**src/rtl/rv64_gpr_scoreboard.sv**
```systemverilog
// RV64 GPR scoreboard: one saturating-free outstanding-write counter per register,
// gates issue on RAW hazards and counter capacity, with same-cycle writeback bypass.
module rv64_gpr_scoreboard #(
  parameter int REG_NUM       = 32,
  parameter int REG_ADDRWIDTH = 5,
  parameter int CNT_W         = 2
) (
  input  logic                     clk,
  input  logic                     rst,
  input  logic                     issue_valid_i,
  output logic                     issue_ready_o,
  input  logic [REG_ADDRWIDTH-1:0] issue_rs1_idx_i,
  input  logic [REG_ADDRWIDTH-1:0] issue_rs2_idx_i,
  input  logic                     issue_rs1_ren_i,
  input  logic                     issue_rs2_ren_i,
  input  logic [REG_ADDRWIDTH-1:0] issue_rd_idx_i,
  input  logic                     issue_rd_wen_i,
  input  logic                     wb_valid_i,
  input  logic [REG_ADDRWIDTH-1:0] wb_idx_i,
  input  logic                     flush_i,
  output logic [REG_NUM-1:0]       busy_vec_o,
  output logic                     err_o
);

  localparam logic [CNT_W-1:0] CntMax = '1;
  localparam logic [CNT_W-1:0] CntOne = CNT_W'(1);

  logic [CNT_W-1:0] cnt_q [REG_NUM];
  logic [CNT_W-1:0] cnt_d [REG_NUM];
  logic             err_q;
  logic             err_d;

  logic [CNT_W-1:0] rs1_cnt, rs2_cnt, rd_cnt, wb_cnt;
  logic             rs1_haz, rs2_haz, rd_full;
  logic             fire, inc_any, dec_any, wb_err;
  logic [REG_NUM-1:0] inc_vec, dec_vec;

  assign rs1_cnt = cnt_q[issue_rs1_idx_i];
  assign rs2_cnt = cnt_q[issue_rs2_idx_i];
  assign rd_cnt  = cnt_q[issue_rd_idx_i];
  assign wb_cnt  = cnt_q[wb_idx_i];

  // A source whose last outstanding write retires this cycle is forwarded by the regfile.
  assign rs1_haz = issue_rs1_ren_i && (issue_rs1_idx_i != '0) && (rs1_cnt != '0) &&
                   !(wb_valid_i && (wb_idx_i == issue_rs1_idx_i) && (rs1_cnt == CntOne));
  assign rs2_haz = issue_rs2_ren_i && (issue_rs2_idx_i != '0) && (rs2_cnt != '0) &&
                   !(wb_valid_i && (wb_idx_i == issue_rs2_idx_i) && (rs2_cnt == CntOne));
  assign rd_full = issue_rd_wen_i && (issue_rd_idx_i != '0) && (rd_cnt == CntMax) &&
                   !(wb_valid_i && (wb_idx_i == issue_rd_idx_i));

  assign issue_ready_o = !rs1_haz && !rs2_haz && !rd_full && !flush_i && !rst;
  assign fire          = issue_valid_i && issue_ready_o;
  assign inc_any       = fire && issue_rd_wen_i && (issue_rd_idx_i != '0);
  assign dec_any       = wb_valid_i && (wb_idx_i != '0) && (wb_cnt != '0);
  assign wb_err        = wb_valid_i && (wb_idx_i != '0) && (wb_cnt == '0) &&
                         !(inc_any && (issue_rd_idx_i == wb_idx_i));
  assign err_d         = err_q || wb_err;

  always_comb begin
    inc_vec = '0;
    dec_vec = '0;
    for (int i = 0; i < REG_NUM; i++) begin
      inc_vec[i] = inc_any && (issue_rd_idx_i == REG_ADDRWIDTH'(i));
      dec_vec[i] = dec_any && (wb_idx_i == REG_ADDRWIDTH'(i));
    end
  end

  // A simultaneous inc and dec on one register cancel; flush wipes everything.
  always_comb begin
    for (int i = 0; i < REG_NUM; i++) begin
      cnt_d[i] = cnt_q[i];
      if (inc_vec[i] && !dec_vec[i]) begin
        cnt_d[i] = cnt_q[i] + CntOne;
      end else if (dec_vec[i] && !inc_vec[i]) begin
        cnt_d[i] = cnt_q[i] - CntOne;
      end
      if (flush_i || (i == 0)) begin
        cnt_d[i] = '0;
      end
    end
  end

  always_ff @(posedge clk) begin
    if (rst) begin
      for (int i = 0; i < REG_NUM; i++) begin
        cnt_q[i] <= '0;
      end
      err_q <= 1'b0;
    end else begin
      for (int i = 0; i < REG_NUM; i++) begin
        cnt_q[i] <= cnt_d[i];
      end
      err_q <= err_d;
    end
  end

  always_comb begin
    busy_vec_o = '0;
    for (int i = 0; i < REG_NUM; i++) begin
      busy_vec_o[i] = (cnt_q[i] != '0);
    end
  end

  assign err_o = err_q;

endmodule

```
**config.mk**
```make
export PLATFORM = sky130hd
export DESIGN_NAME = rv64_gpr_scoreboard
export DESIGN_NICKNAME = d
export VERILOG_FILES = /design/src/rtl/rv64_gpr_scoreboard.sv
export SDC_FILE = /design/constraint.sdc
export NUM_CORES = 1
export LEC_CHECK = 0
export BUFFER_PORTS_ARGS = -buffer_cell sky130_fd_sc_hd__buf_2
export CORE_ASPECT_RATIO = 0.8
export CORE_MARGIN = 1.5
export CORE_UTILIZATION = 55
export DETAILED_ROUTE_END_ITERATION = 16
export GPL_TIMING_DRIVEN = 0
export PLACE_DENSITY = 0.74
export SLEW_MARGIN = 20
export SYNTH_ARGS = -nofsm -noshare
export SYNTH_HDL_FRONTEND = slang
export SYNTH_SLANG_ARGS = --single-unit
```
**constraint.sdc**
```tcl
create_clock -name clk -period 4.8 [get_ports clk]
set_input_delay 0.72 -clock clk [delete_from_list [all_inputs] [get_ports clk]]
set_output_delay 0.72 -clock clk [all_outputs]
set_load 0.05 [all_outputs]
```
==> results.md <==
- Sink Count: between 60 and 70
- Total Neg Setup Slack: 0 ns
- Hold WS: 0.5456 ns
- Post-route insts no fill: between 800 and 900
- Post-route ant nets: 0
- Fin nets: a little under 800
- Worst-margin pin slew: approximately 0.84 ns
- Ports: between 60 and 70
- Estimated wirelength of the detail-placed design: approximately 16000 um
- Slew headroom: a little over two fifths
- Synth unique cells: 52
- Syn Nets: a little over 700
- # rows: 33
- Pwr Density: between 200 and 250 nW/um2
- H-tree Lvls: 3
- Most frequent cells in the layout: xor2_1, dfxtp_1, buf_2, nand2_1, nor2_1
- Crit end category: flip-flop
- Clock-pin slew of the registers on the worst-case setup and hold paths: approximately 0.060 ns
- Share of layout cells above drive strength 1: 24.55%
- Min-Delay Path Class: flip-flop to flip-flop
- Worst Path Required: roughly 5.1 ns
- Most common cell after layout, fill and taps aside: xor2_1
- Total grt overflow: 0
- Setup repair bufs after CTS: 0
- Placer congestion estimate: between 1 and 1.5
- Drt pass-1 iters: 7
- Largest net degree at the start of global routing: 11
- CTS tree: built
- RSZ-0062 raised after global routing: false
- Wire per inst: 25.18 um
- Layout area overhead: 12.56%
- Final min period: 4.605 ns
- Slew Viols, Final: 0
- Initial antenna violation count: 2
- Worst VDD drop: between 0.00015 and 0.0002 V
- # DRC: 0
- Max cap viols: 0
- Vias in the first global route: approximately 5600
- Input/output buffers: 46
- Max Clock Skew: ~0.0044 ns
- Crit path arrival time: around 4.9 ns
- Setup violators final: 0
- Drt total wl: ~22000 um
- Die area: 11400 um2
- Root buf cell: clkbuf_16
- Global-route wire length before repair: about 32000 um
- Synth warn: 0
- Final period utilization: a little over nine tenths
- Via/cell ratio: about 6.9
- Startpoint type of the worst setup path: input port
- Leak: around 0.0027 uW
- Hold Vio Cnt, Final: 0
- Core Region: roughly 10000 um2
- Num CTS Buffers: 9
- Synth Instances: roughly 660
- Dpl cells: 849
- Die X: 119.0 um
- Critical path type: input port to flip-flop
- Initial DRC Count: approximately 830
- Worst-Skew Late Latency: 0.34 ns
- Die Y: 95.79 um
- Status: complete, no violations
- Post-synthesis register bit count: 63
- CTS Buffer Depth: 2
- Routed vias: ~5900
- Register area share after synthesis: about a fifth
- Filler Cells Inserted: 917
- Crit Path Max Fanout: 10
- Initial Utilization: a little under three fifths
- Area of the mapped netlist: 5919 um2
- Synthesized area per cell: ~8.9 um2
- GRT Resource Usage Total: around two fifths
- Fmax: ~220 MHz
-- path summary, 6_finish.rpt --
path / from / endpoint / slack (ns) / cells past startpoint
worst max-delay path: issue_rd_idx_i[1] / cnt_q[5][1]$_SDFFE_PP0P_ / 0.19 / 14
worst min-delay path: cnt_q[24][1]$_SDFFE_PP0P_ / cnt_q[24][1]$_SDFFE_PP0P_ / 0.55 / 2
worst min register to register: cnt_q[24][1]$_SDFFE_PP0P_ / cnt_q[24][1]$_SDFFE_PP0P_ / 0.55 / 2
worst max register to register: cnt_q[25][0]$_SDFFE_PP0P_ / cnt_q[5][1]$_SDFFE_PP0P_ / 0.87 / 11
-- power breakdown --
group          leakage [uW]  switching, uW  internal, uW  total (uW)
clock network      0.000146            242           413         656
registers          0.000507           1.81           524         526
logic               0.00201            149          68.1         217
total               0.00266            393          1010        1400
-- worst max-delay path, cell delays in order --
cell	delay (ns)
clkbuf_1	0.32
buf_2	0.37
buf_2	0.34
mux4_2	0.35
a22oi_1	0.24
nand2_1	0.11
a32oi_1	0.23
a211o_1	0.19
nand4_4	0.15
buf_6	0.20
nor4_1	0.73
ha_1	0.40
or3_1	0.35
a21oi_1	0.14
-- timing repair --
item                       in CTS  in global routing
setup endpoints to repair       0                  6
resized for setup               0                  7
hold buffers                    0                  0
-- through the flow --
stage | util, % | setup WS (ns) | total power [uW] | cell area (um2)
after global placement | 61.03 | -0.1091 | 740.1 | 6325
after CTS | 63.84 | 0.1917 | 1392 | 6616
after floorplan | - | 1.165 | 681.5 | 5919
after detailed placement | 61.03 | -0.1148 | 742.2 | 6325
final | 64.29 | 0.1947 | 1399 | 6663
after global routing | 64.26 | 0.1115 | 1439 | 6660
-- flip-flops by register name (all words and copies together) (netlist names) --
register and flops:
cnt_q 62, err_o 1
-- synth_stat cells (all sizes together) --
library cell	n	area share [%]
a221oi	3	0.44
xnor2	5	0.74
ha	31	6.6
a311oi	1	0.15
o211ai	2	0.25
nand2b	2	0.21
and2	4	0.42
and3b	1	0.15
or3	31	3.3
inv	8	0.51
xor2	72	11
o21ai	35	3.0
o31ai	1	0.13
nor2b	16	1.8
nand3b	1	0.13
a2111oi	1	0.25
clkbuf	25	1.6
a211o	1	0.15
nand4	1	0.36
a31oi	6	0.63
mux2i	23	3.9
buf	25	2.8
o2111ai	1	0.15
nor2	44	2.8
a32oi	4	0.72
mux2	13	2.5
nor3b	2	0.25
nand2	49	3.1
nand3	21	1.8
nor4	34	3.9
or2	32	3.4
conb	1	0.063
o31a	1	0.15
a211oi	1	0.13
dfxtp	63	21
a21o	2	0.25
a21oi	37	3.1
mux4	41	16
nor3	10	0.85
a22oi	8	1.0
or4	1	0.13
a221o	2	0.34
o221ai	1	0.25
-- area by class of cell --
class / instances / area [um2] / share of cell area [%]
well taps: 140 / 175.2 / 2.629
diodes: 1 / 2.502 / 0.03756
inverters: 8 / 30.03 / 0.4507
clock inverters: 4 / 45.04 / 0.6761
repair buffers: 46 / 230.2 / 3.455
plain buffers: 50 / 259.0 / 3.887
multi-input cells: 542 / 4413 / 66.23
flip-flops and latches: 63 / 1261 / 18.93
clock buffers: 12 / 246.5 / 3.700
-- layer usage --
layer | up-vias | part of all wire (%) | global-route usage [%]
met5 | - | 0.060 | 0
met4 | 2 | 4.2 | 16.06
met3 | 99 | 14 | 16.23
met2 | 448 | 43 | 58.96
met1 | 2829 | 39 | 48.59
li1 | 2563 | - | -
-- kinds of logic after synthesis --
| family | after synthesis | synth area share, % |
|---|---|---|
| XOR/XNOR | 77 | 11.39 |
| adder cells (fa/ha/maj) | 31 | 6.552 |
| flip-flops | 63 | 21.31 |
| multiplexers | 77 | 22.15 |
| AND/OR/NAND/NOR | 249 | 22.55 |
| AO/OA/AOI/OAI | 107 | 11.10 |
| buffers and inverters | 58 | 4.883 |
| other | 1 | 0.06335 |
No activity file was read; power rests on OpenSTA's default activity.
